[config.mk]
export PLATFORM = sky130hd
export DESIGN_NAME = gyro_spi_responder
export DESIGN_NICKNAME = d
export VERILOG_FILES = /design/src/rtl/gyro_pkg.sv /design/src/rtl/spi_pin_sync.sv /design/src/rtl/gyro_spi_responder.sv
export SDC_FILE = /design/constraint.sdc
export NUM_CORES = 1
export LEC_CHECK = 0
export CORE_MARGIN = 4
export CORE_UTILIZATION = 39
export CTS_CLUSTER_DIAMETER = 80
export DETAILED_ROUTE_END_ITERATION = 12
export GPL_TIMING_DRIVEN = 0
export PLACE_DENSITY = 0.69
export SLEW_MARGIN = 30
export SYNTH_ARGS = -nofsm -noshare
export SYNTH_HDL_FRONTEND = slang
export SYNTH_SLANG_ARGS = --single-unit
[constraint.sdc]
create_clock -name CLK -period 3.99 [get_ports CLK]
set_input_delay 0.399 -clock CLK [delete_from_list [all_inputs] [get_ports CLK]]
set_output_delay 0.399 -clock CLK [all_outputs]
set_load 0.03 [all_outputs]
[src/rtl/gyro_pkg.sv]
// Register map, command-byte fields and FSM states of the L3G4200D-style gyro SPI interface,
// shared by the emulated responder and the gyro master FSM.
package gyro_pkg;

    localparam logic [5:0] ADDR_WHO_AM_I = 6'h0F;
    localparam logic [5:0] ADDR_CTRL1    = 6'h20;
    localparam logic [5:0] ADDR_OUT_X_L  = 6'h28;
    localparam logic [5:0] ADDR_OUT_X_H  = 6'h29;
    localparam logic [5:0] ADDR_OUT_Y_L  = 6'h2A;
    localparam logic [5:0] ADDR_OUT_Y_H  = 6'h2B;
    localparam logic [5:0] ADDR_OUT_Z_L  = 6'h2C;
    localparam logic [5:0] ADDR_OUT_Z_H  = 6'h2D;

    localparam int RW_BIT = 7;
    localparam int MS_BIT = 6;

    typedef enum logic [1:0] {IDLE, ADDR, DATA} spi_state_t;

    // snap packs {dz, dy, dx}; unmapped addresses read as zero
    function automatic logic [7:0] reg_read(input logic [5:0]  addr,
                                            input logic [47:0] snap,
                                            input logic [7:0]  ctrl1,
                                            input logic [7:0]  who_am_i);
        logic [7:0] v;
        case (addr)
            ADDR_WHO_AM_I: v = who_am_i;
            ADDR_CTRL1:    v = ctrl1;
            ADDR_OUT_X_L:  v = snap[7:0];
            ADDR_OUT_X_H:  v = snap[15:8];
            ADDR_OUT_Y_L:  v = snap[23:16];
            ADDR_OUT_Y_H:  v = snap[31:24];
            ADDR_OUT_Z_L:  v = snap[39:32];
            ADDR_OUT_Z_H:  v = snap[47:40];
            default:       v = 8'h00;
        endcase
        return v;
    endfunction

endpackage

[src/rtl/spi_pin_sync.sv]
// Multi-stage synchronizer with registered rise/fall flags for one asynchronous pin; idles high.
// Flags pulse one CLK, STAGES+1 CLK after the pin edge; o_lvl is aligned with the flags.
module spi_pin_sync #(
    parameter int STAGES = 2
) (
    input  logic CLK,
    input  logic RST,
    input  logic i_pin,
    output logic o_lvl,
    output logic o_rise,
    output logic o_fall
);

    logic [STAGES-1:0] r_sync;
    logic              r_prev;
    logic              r_rise;
    logic              r_fall;
    logic              w_s;

    assign w_s = r_sync[STAGES-1];

    always_ff @(posedge CLK) begin
        if (RST) begin
            r_sync <= '1;
            r_prev <= 1'b1;
            r_rise <= 1'b0;
            r_fall <= 1'b0;
        end else begin
            r_sync <= {r_sync[STAGES-2:0], i_pin};
            r_prev <= w_s;
            r_rise <= w_s & ~r_prev;
            r_fall <= ~w_s & r_prev;
        end
    end

    assign o_lvl  = r_prev;
    assign o_rise = r_rise;
    assign o_fall = r_fall;

endmodule

[src/rtl/gyro_spi_responder.sv]
// Mode-3 SPI slave emulating the gyro register file; serves a dx/dy/dz snapshot taken at CS fall.
// MISO follows SCLK falls by SYNC_STAGES+2 CLK; no backpressure, SCLK phases must be >= 4 CLK.
module gyro_spi_responder
    import gyro_pkg::*;
#(
    parameter int         SYNC_STAGES  = 2,
    parameter logic [7:0] WHO_AM_I_VAL = 8'hD3,
    parameter logic [7:0] CTRL1_RST    = 8'h07
) (
    input  logic        CLK,
    input  logic        RST,
    input  logic [15:0] dx,
    input  logic [15:0] dy,
    input  logic [15:0] dz,
    input  logic        sclk,
    input  logic        cs_n,
    input  logic        mosi,
    output logic        miso,
    output logic        miso_oe,
    output logic [7:0]  ctrl_reg1,
    output logic        busy
);

    logic w_sclk_lvl, w_sclk_rise, w_sclk_fall;
    logic w_cs_lvl, w_cs_rise, w_cs_fall;
    logic w_mosi, w_mosi_rise, w_mosi_fall;
    logic w_unused;

    spi_pin_sync #(.STAGES(SYNC_STAGES)) u_sync_sclk (
        .CLK(CLK), .RST(RST), .i_pin(sclk),
        .o_lvl(w_sclk_lvl), .o_rise(w_sclk_rise), .o_fall(w_sclk_fall));
    spi_pin_sync #(.STAGES(SYNC_STAGES)) u_sync_cs (
        .CLK(CLK), .RST(RST), .i_pin(cs_n),
        .o_lvl(w_cs_lvl), .o_rise(w_cs_rise), .o_fall(w_cs_fall));
    spi_pin_sync #(.STAGES(SYNC_STAGES)) u_sync_mosi (
        .CLK(CLK), .RST(RST), .i_pin(mosi),
        .o_lvl(w_mosi), .o_rise(w_mosi_rise), .o_fall(w_mosi_fall));

    assign w_unused = &{1'b0, w_sclk_lvl, w_cs_lvl, w_mosi_rise, w_mosi_fall};

    spi_state_t  r_state, w_state_nxt;
    logic [2:0]  r_bit_cnt;
    logic [7:0]  r_rx;
    logic [7:0]  r_tx;
    logic [5:0]  r_addr;
    logic        r_rw;
    logic        r_ms;
    logic [47:0] r_snap;
    logic [7:0]  r_ctrl1;
    logic        r_miso;
    logic        r_oe;

    logic [7:0]  w_rx_byte;
    logic        w_byte_done;
    logic [5:0]  w_addr_nxt;

    assign w_rx_byte   = {r_rx[6:0], w_mosi};
    assign w_byte_done = w_sclk_rise && (r_bit_cnt == 3'd7);
    assign w_addr_nxt  = r_ms ? r_addr + 6'd1 : r_addr;

    always_comb begin
        w_state_nxt = r_state;
        case (r_state)
            IDLE:    if (w_cs_fall) w_state_nxt = ADDR;
            ADDR:    if (w_byte_done) w_state_nxt = DATA;
            default: w_state_nxt = r_state;
        endcase
        // CS release outranks any SCLK edge seen in the same cycle
        if (w_cs_rise) w_state_nxt = IDLE;
    end

    always_ff @(posedge CLK) begin
        if (RST) begin
            r_state   <= IDLE;
            r_bit_cnt <= 3'd0;
            r_rx      <= 8'h00;
            r_tx      <= 8'h00;
            r_addr    <= 6'h00;
            r_rw      <= 1'b0;
            r_ms      <= 1'b0;
            r_snap    <= 48'h0;
            r_ctrl1   <= CTRL1_RST;
            r_miso    <= 1'b1;
            r_oe      <= 1'b0;
        end else begin
            r_state <= w_state_nxt;
            if (w_cs_rise) begin
                r_bit_cnt <= 3'd0;
                r_miso    <= 1'b1;
                r_oe      <= 1'b0;
            end else begin
                case (r_state)
                    IDLE: if (w_cs_fall) begin
                        r_bit_cnt <= 3'd0;
                        r_snap    <= {dz, dy, dx};
                        r_oe      <= 1'b1;
                    end
                    ADDR: if (w_sclk_rise) begin
                        r_rx      <= w_rx_byte;
                        r_bit_cnt <= r_bit_cnt + 3'd1;
                        if (w_byte_done) begin
                            r_rw   <= w_rx_byte[RW_BIT];
                            r_ms   <= w_rx_byte[MS_BIT];
                            r_addr <= w_rx_byte[5:0];
                            if (w_rx_byte[RW_BIT])
                                r_tx <= reg_read(w_rx_byte[5:0], r_snap, r_ctrl1, WHO_AM_I_VAL);
                        end
                    end
                    DATA: begin
                        if (w_sclk_rise) begin
                            r_rx      <= w_rx_byte;
                            r_bit_cnt <= r_bit_cnt + 3'd1;
                            if (w_byte_done) begin
                                if (!r_rw && r_addr == ADDR_CTRL1)
                                    r_ctrl1 <= w_rx_byte;
                                r_addr <= w_addr_nxt;
                                if (r_rw)
                                    r_tx <= reg_read(w_addr_nxt, r_snap, r_ctrl1, WHO_AM_I_VAL);
                            end
                        end else if (w_sclk_fall && r_rw) begin
                            r_miso <= r_tx[7];
                            r_tx   <= {r_tx[6:0], 1'b0};
                        end
                    end
                    default: r_bit_cnt <= 3'd0;
                endcase
            end
        end
    end

    assign miso      = r_miso;
    assign miso_oe   = r_oe;
    assign ctrl_reg1 = r_ctrl1;
    assign busy      = (r_state != IDLE);

endmodule

* After elaboration in Yosys (flattened, before gate mapping)
Cells that the tools add are included.
Word-level totals: register bits 99, input port bits 53, logic and storage cells 105, output and inout bits 11
Cells by class: bitwise operators 10, multiplexer cells 22, add/subtract/negate cells 2, reductions and logical operators 20, eq/ne operators 30
Operator list (count):
- 8-bit one-hot mux with 8 select lines | 2
- 6-bit == test (second input constant) | 15
- 8-bit 2-to-1 mux | 7
- 6-bit 2-to-1 mux | 5
- 8-bit one-hot mux with 2 select lines | 1
- 6-bit by 4-bit == test with 1-bit output (second input constant) | 2
- 6-bit one-hot mux with 2 select lines | 1
- 3-bit AND reduction | 4
- 2-bit by 1-bit inequality test with 1-bit output (second input constant) | 4
- 8-bit AND reduction | 1
- 6-bit by 1-bit adder with 6-bit output (second input constant) | 1
- 3-bit 2-to-1 mux | 2
- 2-bit inequality test (second input constant) | 3
- 3-bit inequality test (second input constant) | 2
- 1-bit inverter | 6
- 3-bit one-hot mux with 2 select lines | 1
- 6-bit AND reduction | 1
- 2-bit nonzero test | 3
- 5-bit AND reduction | 1
- 1-bit bitwise AND | 4
- 2-bit 2-to-1 mux | 2
- 2-bit one-hot mux with 2 select lines | 1
- 2-bit AND reduction | 2
- 4-bit AND reduction | 1
- other kinds (9) | 12

* Logic depth before layout (Yosys ltp)
Gate-level depths: netlist of run 1.
word-level depth 8, gate-level depth with buffers 11, mapped depth without buffers 9

* Modules after synthesis
A second synthesis of run 1 with hierarchy kept.
Second synthesis, totals: cell total of the unflattened synthesis 662, area, all modules 5510.3 µm²
By module, submodules not included:
- gyro_spi_responder | cells each 632, area an instance 5108.6 µm², instances 1, seq. area each 1721.7 µm²
- spi_pin_sync | cells each 10, area an instance 133.9 µm², instances 3, seq. area each 100.1 µm²

* Least setup slack after synthesis of run 1
No wires, ideal clock.
path kind register -> register, from register r_addr[0], to register r_tx[2], data required time 3.904 ns, cell stages (with the launch flop) 11, period minus slack after synthesis 2.422 ns, setup time 0.086 ns, buffers on the path 1, data arrival time 2.337 ns, setup slack 1.568 ns, path through dfxtp_1 > buf_2 > inv_1 > ha_1 > nand2_1 > a21boi_1 > o221ai_1 > and2b_1 > a221o_1 > o21ai_1 > a211oi_1
Between the ends: longest elaborated chain between the ends 8, elaborated cells between the ends (all ways) 15, classes of those cells add/sub (1); eq/ne (8); mux (6)
RTL lines:
- start: declaration | line gyro_spi_responder.sv:45 | logic [5:0] r_addr;
- start signal: assignment | line gyro_spi_responder.sv:104 | r_addr <= w_rx_byte[5:0];
- start signal: assignment | line gyro_spi_responder.sv:116 | r_addr <= w_addr_nxt;
- 6-bit by 1-bit adder with 6-bit output | line gyro_spi_responder.sv:59 | assign w_addr_nxt = r_ms ? r_addr + 6'd1 : r_addr;
- 6-bit 2-to-1 mux (*) | line gyro_spi_responder.sv:59
- 6-bit == test / 6-bit by 4-bit == test with 1-bit output (equally long branches) | line gyro_pkg.sv:25 | case (addr)
- 8-bit one-hot mux with 8 select lines (*) | line gyro_pkg.sv:25
- 8-bit 2-to-1 mux (*) | line gyro_spi_responder.sv:117 | if (r_rw)
- 8-bit 2-to-1 mux (*) | line gyro_spi_responder.sv:113 | if (w_byte_done) begin
- 8-bit 2-to-1 mux (*) | line gyro_spi_responder.sv:110 | if (w_sclk_rise) begin
- 8-bit one-hot mux with 2 select lines (*) | line gyro_spi_responder.sv:92 | case (r_state)
- end signal: assignment | line gyro_spi_responder.sv:106 | r_tx <= reg_read(w_rx_byte[5:0], r_snap, r_ctrl1, WHO_AM_I_VAL);
- end signal: assignment | line gyro_spi_responder.sv:118 | r_tx <= reg_read(w_addr_nxt, r_snap, r_ctrl1, WHO_AM_I_VAL);
- end signal: assignment | line gyro_spi_responder.sv:122 | r_tx <= {r_tx[6:0], 1'b0};
- end: declaration | line gyro_spi_responder.sv:44 | logic [7:0] r_tx;
Every way passes the cells marked *; elsewhere a longest branch is shown, timed or not. The select of a mux whose other input is x is not followed. A chain may end at the register's enable or synchronous reset.

* Final worst setup path of run 1
from register r_addr[0], to register r_tx[3]
Same word-level chain as after synthesis.

==> results of run 1 <==
## through the flow
stage	setup slack (ns)	hold slack, ns
after global routing	0.572	0.422
after CTS	0.910	0.412
final	0.835	0.410
after detailed placement	0.938	0.399
after floorplan	1.57	0.389
after global placement	1.01	0.395
## critical path, stage by stage (launching register included)
cell and delay (ns):
dfxtp_1 0.33, buf_2 0.23, inv_1 0.18, ha_1 0.39, nand2_1 0.14, a21boi_1 0.40
o221ai_1 0.36, and2b_1 0.48, a221o_1 0.20, o21ai_1 0.08, a211oi_1 0.27
## sequential cells by signal (all words and copies together), names as in the netlist
signal,cells
r_snap,48
ctrl_reg1,8
r_tx,8
r_rx,7
r_addr,6
r_bit_cnt,3
r_state,2
u_sync_cs.r_sync,2
u_sync_mosi.r_sync,2
u_sync_sclk.r_sync,2
miso,1
miso_oe,1
r_ms,1
r_rw,1
u_sync_cs.o_fall,1
u_sync_cs.o_lvl,1
u_sync_cs.o_rise,1
u_sync_mosi.o_lvl,1
u_sync_sclk.o_fall,1
u_sync_sclk.o_lvl,1
u_sync_sclk.o_rise,1
## per-layer routing
layer | GRT usage | up-vias | part of all wire
li1 | - | 2547 | -
met1 | 0.280 | 2469 | 0.46
met2 | 0.333 | 213 | 0.46
met3 | 0.0449 | 30 | 0.066
met4 | 0.0713 | 0 | 0.021
met5 | 0 | - | 0
## cells by family (layout without fill, tap and decap cells)
family,Yosys count,count (layout)
DFF,99,99
AOI/OAI and AO/OA,187,187
buffers and inverters,69,147
adders and majority gates,8,8
and+or+nand+nor,255,255
muxes,42,42
## worst max path at each step
stage                     cells past startpoint              startpoint                   end  slack, ns
after floorplan                              10  r_addr[0]$_SDFFE_PP0P_  r_tx[2]$_SDFFE_PP0P_       1.57
after global placement                       10  r_addr[0]$_SDFFE_PP0P_  r_tx[3]$_SDFFE_PP0P_       1.01
after detailed placement                     10  r_addr[0]$_SDFFE_PP0P_  r_tx[3]$_SDFFE_PP0P_       0.94
after CTS                                    10  r_addr[0]$_SDFFE_PP0P_  r_tx[3]$_SDFFE_PP0P_       0.91
after global routing                         10  r_addr[0]$_SDFFE_PP0P_  r_tx[3]$_SDFFE_PP0P_       0.57
final                                        10  r_addr[0]$_SDFFE_PP0P_  r_tx[3]$_SDFFE_PP0P_       0.83
## cell type report
type / count / area (um2)
well taps: 176 / 220
fillers: 1297 / 6820
flip-flops and latches: 99 / 1980
inverters: 16 / 60.1
clock buffers: 11 / 243
multi-input cells: 492 / 3150
repair buffers: 63 / 631
plain buffers: 53 / 245
clock inverters: 4 / 98.8
## cells in the mapped netlist (3+ instances only)
| master | instances | area share |
|---|---|---|
| or2_2 | 14 | 0.016 |
| ha_1 | 7 | 0.016 |
| mux4_2 | 7 | 0.029 |
| and3_1 | 4 | 0.0046 |
| a31oi_1 | 5 | 0.0058 |
| o211ai_1 | 4 | 0.0055 |
| and2_1 | 4 | 0.0046 |
| nor2_1 | 46 | 0.032 |
| o22ai_1 | 8 | 0.0092 |
| nand2_1 | 119 | 0.082 |
| o21ai_0 | 19 | 0.017 |
| a22o_1 | 4 | 0.0064 |
| mux2_2 | 6 | 0.012 |
| or3_1 | 3 | 0.0035 |
| buf_4 | 3 | 0.0041 |
| nand4_1 | 5 | 0.0058 |
| o2bb2ai_1 | 3 | 0.0048 |
| a2111oi_2 | 5 | 0.014 |
| clkbuf_1 | 30 | 0.021 |
| a21oi_1 | 64 | 0.059 |
| o221ai_1 | 3 | 0.0048 |
| a211oi_1 | 10 | 0.014 |
| a22oi_1 | 9 | 0.012 |
| a221oi_1 | 11 | 0.018 |
| nand3_1 | 14 | 0.013 |
| mux2i_1 | 28 | 0.052 |
| nor4_1 | 3 | 0.0035 |
| inv_1 | 16 | 0.011 |
| dfxtp_1 | 99 | 0.36 |
| buf_2 | 15 | 0.014 |
| a221o_1 | 10 | 0.018 |
| o21ai_1 | 4 | 0.0037 |
| a211oi_2 | 4 | 0.0092 |
| nor3_1 | 14 | 0.013 |
| nor2b_1 | 8 | 0.0092 |
| or2_1 | 4 | 0.0046 |
| o21a_1 | 3 | 0.0041 |
## power breakdown
group	internal (mW)	switching [mW]	leakage, nW
sequential	1.01	0.0159	0.801
combinational	0.0761	0.0681	1.35
clock	0.627	0.371	0.166
==> impl_metrics.csv, run 1 <==
group,metric,value,unit
die,die_h,126,um
synthesis,synth_cells,660,
drt,firstDrtPassIters,5,
sta,skew,0.00838,ns
clock_network,holdBufCountCts,0,
synthesis,muxShareOfSynthArea,0.0978,
sta,max_slew.worst_pin.slew,0.894,ns
flow_run,drv_cap,0,
placed_design,place_area,6290,um2
synthesis,ys_seq_area_frac,0.365,
synthesis,synth-edff-count,0,
sta,maxSlewViolCount,0,
setup_path,reg2reg_to,"r_tx[3]$_SDFFE_PP0P_",
sta,finalCritPeriodShare,0.791,
drt,routedWlPerCell,18.1,um
final_layout,layout.cells.most_common_list,"nand2_1, dfxtp_1, a21oi_1, clkdlybuf4s50_1, nor2_1",
sta,slew_headroom,0.396,
setup_path,reg2reg_depth,10,
clock_network,path_clk_slew,0.07,ns
setup_path,crit_fanout,9,
placed_design,gp_congestion,0.939,
synthesis,synth_compound_area_frac,0.240,
final_layout,antenna_cells,0,
grt,grt_pass1_wl,26800,um
die,start_util,0.404,
hold_path,hp-start,"u_sync_mosi.r_sync[1]$_SDFF_PP1_",
synthesis,synth_cell_types,72,
clock_network,cts_inserted_buffers,9,
sta,finalHoldViolations,0,
sta,max_freq,317,MHz
grt,grt_pass1_vias,5133,
grt,antenna_found_initial,0,
hold_path,min_to,"u_sync_mosi.o_lvl$_SDFF_PP1_",
synthesis,synth_top_family_by_area,"compound AO/OA/AOI/OAI gates",
clock_network,root_buffer,"clkbuf_16",
synthesis,synth_simple_gate_area_frac,0.223,
placed_design,post-place-cells,899,
drt,drt_iter0_drc,366,
setup_path,end_kind,"flop",
die,io_pins,64,
clock_network,clk_path_buf_depth,2,
sta,finalCriticalPeriod,3.16,ns
sta,setup_viol,0,
final_layout,drive_gt1_frac,0.112,
pwr,power_density,326,nW/um2
placed_design,placement.io_buffers,63,
sta,finalSetupTns,0,ns
final_layout,final_common_cell,"nand2_1",
hold_path,hold_path_class,"flop to flop",
final_layout,syn_to_final_growth,22.1,%
synthesis,synth_area,5440,um2
placed_design,post-dp-hpwl,12800,um
setup_path,path_class,"flop to flop",
drt,vias_per_cell,5.75,
drt,drtAntennaViolNets,0,
drt,vias,5259,
final_layout,fin_nets,794,
synthesis,synth_warnings,0,
outcome,outcome,"complete, no violations",
clock_network,postCtsResizedCells,0,
setup_path,start_kind,"flop",
grt,grt_max_degree,16,
clock_network,cts.htree.levels,3,
hold_path,min_path_cells,1,
setup_path,cp.required,4.25,ns
synthesis,synth.avg_cell_area,8.24,um2
pwr,max-vdd-ir-drop,0.237,mV
synthesis,ys_dominant_reg_cell,"dfxtp_1",
setup_path,timing.rr.start,"r_addr[0]$_SDFFE_PP0P_",
setup_path,cp.arrival,3.42,ns
die,row_count,42,
synthesis,ys_ff_latch,99,
final_layout,final-instance-count-excl-fill,914,
clock_network,postCtsSetupBuffers,0,
setup_path,r2r_slack,0.83,ns
drt,drc,0,
final_layout,final_util,0.493,
pwr,p_total,2.16,mW
pwr,power.leakage,2.32,nW
clock_network,clk_latency,0.35,ns
synthesis,synthArstFlopShare,0,
die,die_w,126,um
clock_network,cts_sinks,99,
final_layout,final_area,6630,um2
sta,rsz0062_at_grt,"false",
synthesis,synth_fa_ha_area_frac,0.0182,
synthesis,syn_nets,720,
die,coreArea,13500,um2
clock_network,cts_tree,"built",
drt,wl,16500,um
synthesis,synthXorXnorAreaFrac,0,
grt,grt_usage,0.209,
grt,grt.overflow.total,0,
die,die_area,15900,um2
(Power assumes the default switching activity.)
==> run 2: changes to the inputs <==
- PLACE_DENSITY: 0.69 -> 0.71
- clock period: 3.99 -> 2.9 ns (I/O delays scaled with it)
==> run 2 against run 1 <==
Compared with the run above: flip-flop and latch count unchanged; non-clock buffer count down 1; routed wire length decreased by 2.4%; core utilization up 0.14 points; critical path depth shrank 1; count of clock-buffer cells in the layout down 1; register-to-register slack got worse by 0.64 ns; final area is 0.28% higher; worst setup slack lost 0.64 ns; die area unchanged; highest routed layer unchanged.
==> impl_metrics.csv, run 2 (synthesis gave the netlist of run 1 again) <==
group,metric,value,unit
final_layout,drive_gt1_frac,0.123,
clock_network,cts_inserted_buffers,9,
final_layout,top_register,"r_snap",
drt,wl,16200,um
final_layout,largest_reg_flops,48,
setup_path,cp.arrival,2.96,ns
clock_network,clk_latency,0.36,ns
setup_path,r2r_slack,0.19,ns
drt,firstDrtPassIters,5,
sta,slew_headroom,0.412,
final_layout,syn_to_final_growth,22.4,%
die,start_util,0.404,
drt,drt_iter0_drc,536,
flow_run,drv_cap,0,
final_layout,final_common_cell,"nand2_1",
clock_network,cts_sinks,99,
placed_design,placement.io_buffers,63,
clock_network,path_clk_slew,0.07,ns
final_layout,fillers,1346,
drt,vias,5246,
grt,antenna_found_initial,0,
clock_network,postCtsResizedCells,3,
sta,skew,0.00818,ns
drt,vias_per_cell,5.74,
clock_network,holdBufCountCts,0,
sta,hold_slack,0.410,ns
final_layout,fin_nets,793,
drt,drtAntennaViolNets,0,
sta,maxSlewViolCount,0,
final_layout,final_area,6650,um2
sta,finalCriticalPeriod,2.71,ns
die,die_area,15900,um2
clock_network,cts.htree.levels,3,
die,die_w,126,um
pwr,max-vdd-ir-drop,0.354,mV
hold_path,hold_path_class,"flop to flop",
grt,grt_usage,0.201,
setup_path,start_kind,"flop",
pwr,power_density,423,nW/um2
sta,setup_viol,0,
die,io_pins,64,
grt,grt_pass1_vias,4876,
clock_network,clk_path_buf_depth,2,
drt,routedWlPerCell,17.7,um
clock_network,root_buffer,"clkbuf_16",
grt,grt_pass1_wl,25800,um
die,die_h,126,um
pwr,power.leakage,2.31,nW
drt,drc,0,
die,coreArea,13500,um2
clock_network,postCtsSetupBuffers,0,
sta,max_freq,369,MHz
setup_path,path_class,"flop to flop",
placed_design,gp_congestion,0.916,
setup_path,crit_fanout,9,
sta,rsz0062_at_grt,"false",
grt,grt_max_degree,17,
sta,max_slew.worst_pin.slew,0.869,ns
setup_path,end_kind,"flop",
final_layout,antenna_cells,0,
sta,finalCritPeriodShare,0.934,
placed_design,post-dp-hpwl,12300,um
grt,grt.overflow.total,0,
final_layout,layout.cells.most_common_list,"nand2_1, dfxtp_1, a21oi_1, clkdlybuf4s50_1, nor2_1",
outcome,outcome,"complete, no violations",
die,row_count,42,
setup_path,cp.required,3.15,ns
final_layout,final_util,0.495,
sta,finalSetupTns,0,ns
clock_network,cts_tree,"built",
placed_design,place_area,6290,um2
sta,finalHoldViolations,0,
==> run 2: metrics by stage <==
step                total power [mW]  instances  setup slack (ns)
floorplan                       1.52        660             0.478
CTS                             2.83        915            0.0984
finish                          2.81        914             0.193
detailed placement              1.63        899           -0.0255
global route                    2.92        914           0.00795
global placement                1.63        899           -0.0376
==> run 2: report_power, final <==
| group | internal [mW] | switching (mW) |
|---|---|---|
| clock network | 0.671 | 0.541 |
| logic | 0.105 | 0.0939 |
| registers | 1.38 | 0.0218 |
| total | 2.16 | 0.656 |
==> run 2: path summary, 6_finish.rpt <==
| kind | startpoint | end | cells past startpoint |
|---|---|---|---|
| min | u_sync_mosi.r_sync[1]$_SDFF_PP1_ | u_sync_mosi.o_lvl$_SDFF_PP1_ | 1 |
| max reg2reg | r_addr[0]$_SDFFE_PP0P_ | r_tx[7]$_SDFFE_PP0P_ | 9 |
| min reg2reg | u_sync_mosi.r_sync[1]$_SDFF_PP1_ | u_sync_mosi.o_lvl$_SDFF_PP1_ | 1 |
| max | r_addr[0]$_SDFFE_PP0P_ | r_tx[7]$_SDFFE_PP0P_ | 9 |
==> run 2: layer usage <==
metal  GRT usage  wire, um  up-vias
li1            -         -     2532
met4      0.0511       307        0
met5           0         0        -
met2       0.319      7230      238
met3      0.0478      1480       25
met1       0.277      7140     2451
==> run 2: layout make-up <==
class                   count  area (um2)  share of cell area
repair buffers             63         631              0.0948
multi-input cells         492        3220               0.484
clock buffers              10         229              0.0344
flip-flops and latches     99        1980               0.298
well taps                 176         220              0.0331
clock inverters             6        65.1             0.00978
plain buffers              52         243              0.0365
inverters                  16        60.1             0.00903
==> run 2: worst max-delay path: stages, from the launching register on <==
cell       delay (ns)
dfxtp_1          0.33
buf_2            0.22
inv_1            0.17
ha_1             0.38
maj3_2           0.31
a211oi_1         0.24
o211ai_1         0.17
a31oi_4          0.33
nor3_1           0.11
a2111oi_2        0.33
==> run 3: changes to the inputs <==
- PLACE_DENSITY: 0.71 -> default
- PLACE_DENSITY_LB_ADDON: default -> 0.08
==> run 3 against run 2 <==
Compared with the run above: power grew 0.97%; die area is the same; critical endpoint unchanged; largest power group unchanged; count of clock-buffer cells in the layout shrank 1; maximum frequency shrank 2.1%; register-to-register slack lost 0.06 ns; highest routed layer unchanged; worst setup slack lost 0.059 ns; largest cell class unchanged.
==> impl_metrics.csv, run 3 (synthesis gave the netlist of run 1 again) <==
group,metric,value,unit
clock_network,cts_tree,"built",
sta,hold_slack,0.414,ns
grt,grt_max_degree,19,
clock_network,cts.htree.levels,3,
pwr,p_sw,0.671,mW
drt,wl,17300,um
pwr,netSwitchingFraction,0.236,
sta,maxSlewViolCount,0,
clock_network,postCtsSetupBuffers,0,
grt,grt_pass1_wl,27400,um
final_layout,drive_gt1_frac,0.125,
sta,worst_slack,0.133,ns
sta,finalHoldViolations,0,
pwr,p_int,2.17,mW
drt,drc,0,
drt,vias,5201,
clock_network,clk_path_buf_depth,2,
die,coreArea,13500,um2
hold_path,hold_path_class,"flop to flop",
drt,drtAntennaViolNets,0,
pwr,p_total,2.84,mW
clock_network,cts_inserted_buffers,9,
drt,drt_iter0_drc,381,
final_layout,final_common_cell,"nand2_1",
sta,setup_viol,0,
drt,routedWlPerCell,19.0,um
grt,grt_usage,0.218,
placed_design,post-dp-hpwl,13600,um
setup_path,crit_fanout,9,
sta,finalCritPeriodShare,0.954,
drt,vias_per_cell,5.69,
setup_path,cp.required,3.16,ns
clock_network,path_clk_slew,0.08,ns
drt,firstDrtPassIters,5,
pwr,power.leakage,2.33,nW
setup_path,cp_slowest_cell,"ha_1",
die,row_count,42,
clock_network,clk_latency,0.36,ns
sta,finalSetupTns,0,ns
final_layout,fillers,1369,
setup_path,cp.arrival,3.02,ns
setup_path,path_class,"flop to flop",
die,start_util,0.404,
sta,max_slew.worst_pin.slew,0.867,ns
die,die_area,15900,um2
flow_run,drv_cap,0,
sta,rsz0062_at_grt,"false",
placed_design,place_area,6290,um2
clock_network,root_buffer,"clkbuf_16",
final_layout,seq_area,1980,um2
setup_path,path_cells,"buf_2 > inv_1 > ha_1 > nand2_1 > o21ai_1 > a32oi_1 > o211ai_1 > a31oi_4 > nor3_1 > a2111oi_2",
final_layout,antenna_cells,0,
final_layout,layout.cells.most_common_list,"nand2_1, dfxtp_1, a21oi_1, clkdlybuf4s50_1, nor2_1",
clock_network,postCtsResizedCells,3,
pwr,p_seq_frac,0.494,
placed_design,placement.io_buffers,63,
setup_path,critPathMaxStageDelay,0.39,ns
final_layout,syn_to_final_growth,22.6,%
final_layout,fin_nets,793,
setup_path,start_kind,"flop",
grt,grt.overflow.total,0,
die,io_pins,64,
placed_design,gp_congestion,0.893,
pwr,combPwrFrac,0.070,
grt,antenna_found_initial,0,
sta,finalCriticalPeriod,2.77,ns
sta,max_freq,361,MHz
final_layout,final_area,6660,um2
grt,grt_pass1_vias,5006,
pwr,max-vdd-ir-drop,0.266,mV
outcome,outcome,"complete, no violations",
placed_design,post-place-ws,-0.154,ns
die,die_h,126,um
final_layout,multi_input_area,3220,um2
setup_path,crit_buf_inv,2,
pwr,power_density,426,nW/um2
sta,skew,0.0103,ns
clock_network,holdBufCountCts,0,
setup_path,path_delay_family,"compound AO/OA/AOI/OAI gates",
final_layout,top_register,"r_snap",
die,die_w,126,um
clock_network,cts_sinks,99,
sta,slew_headroom,0.414,
final_layout,largest_reg_flops,48,
pwr,clkPwrFrac,0.436,
setup_path,end_kind,"flop",
==> run 3: power groups by stage <==
stage	Combinational, mW	Sequential (mW)	Clock [mW]
after floorplan	0.0936	1.43	0
after global placement	0.194	1.44	0
after detailed placement	0.198	1.44	0
after CTS	0.199	1.40	1.26
after global routing	0.219	1.41	1.33
final	0.199	1.40	1.24
==> run 3: path summary, 6_finish.rpt <==
check | slack, ns | cells past startpoint | endpoint | startpoint
max reg2reg | 0.13 | 10 | r_tx[7]$_SDFFE_PP0P_ | r_addr[0]$_SDFFE_PP0P_
min reg2reg | 0.41 | 1 | u_sync_cs.r_sync[1]$_SDFF_PP1_ | u_sync_cs.r_sync[0]$_SDFF_PP1_
max | 0.13 | 10 | r_tx[7]$_SDFFE_PP0P_ | r_addr[0]$_SDFFE_PP0P_
min | 0.41 | 1 | u_sync_cs.r_sync[1]$_SDFF_PP1_ | u_sync_cs.r_sync[0]$_SDFF_PP1_
==> run 3: layer usage <==
layer	global-route usage	part of all wire	vias up
li1	-	-	2539
met1	0.293	0.45	2448
met2	0.353	0.46	187
met3	0.0436	0.068	27
met4	0.0694	0.021	0
met5	0	0	-
==> run 3: metrics by stage <==
step / cells / util
floorplan: 660 / -
global placement: 899 / 0.467
CTS: 915 / 0.491
finish: 914 / 0.495
detailed placement: 899 / 0.468
global route: 914 / 0.495
==> run 3: final cells by class <==
class,instances,area share
inverter,16,0.00901
clock buffer,9,0.0338
clock inverter,7,0.0122
multi-input combinational,492,0.483
tap,176,0.0330
timing repair buffer,63,0.0946
sequential,99,0.297
buffer,52,0.0364
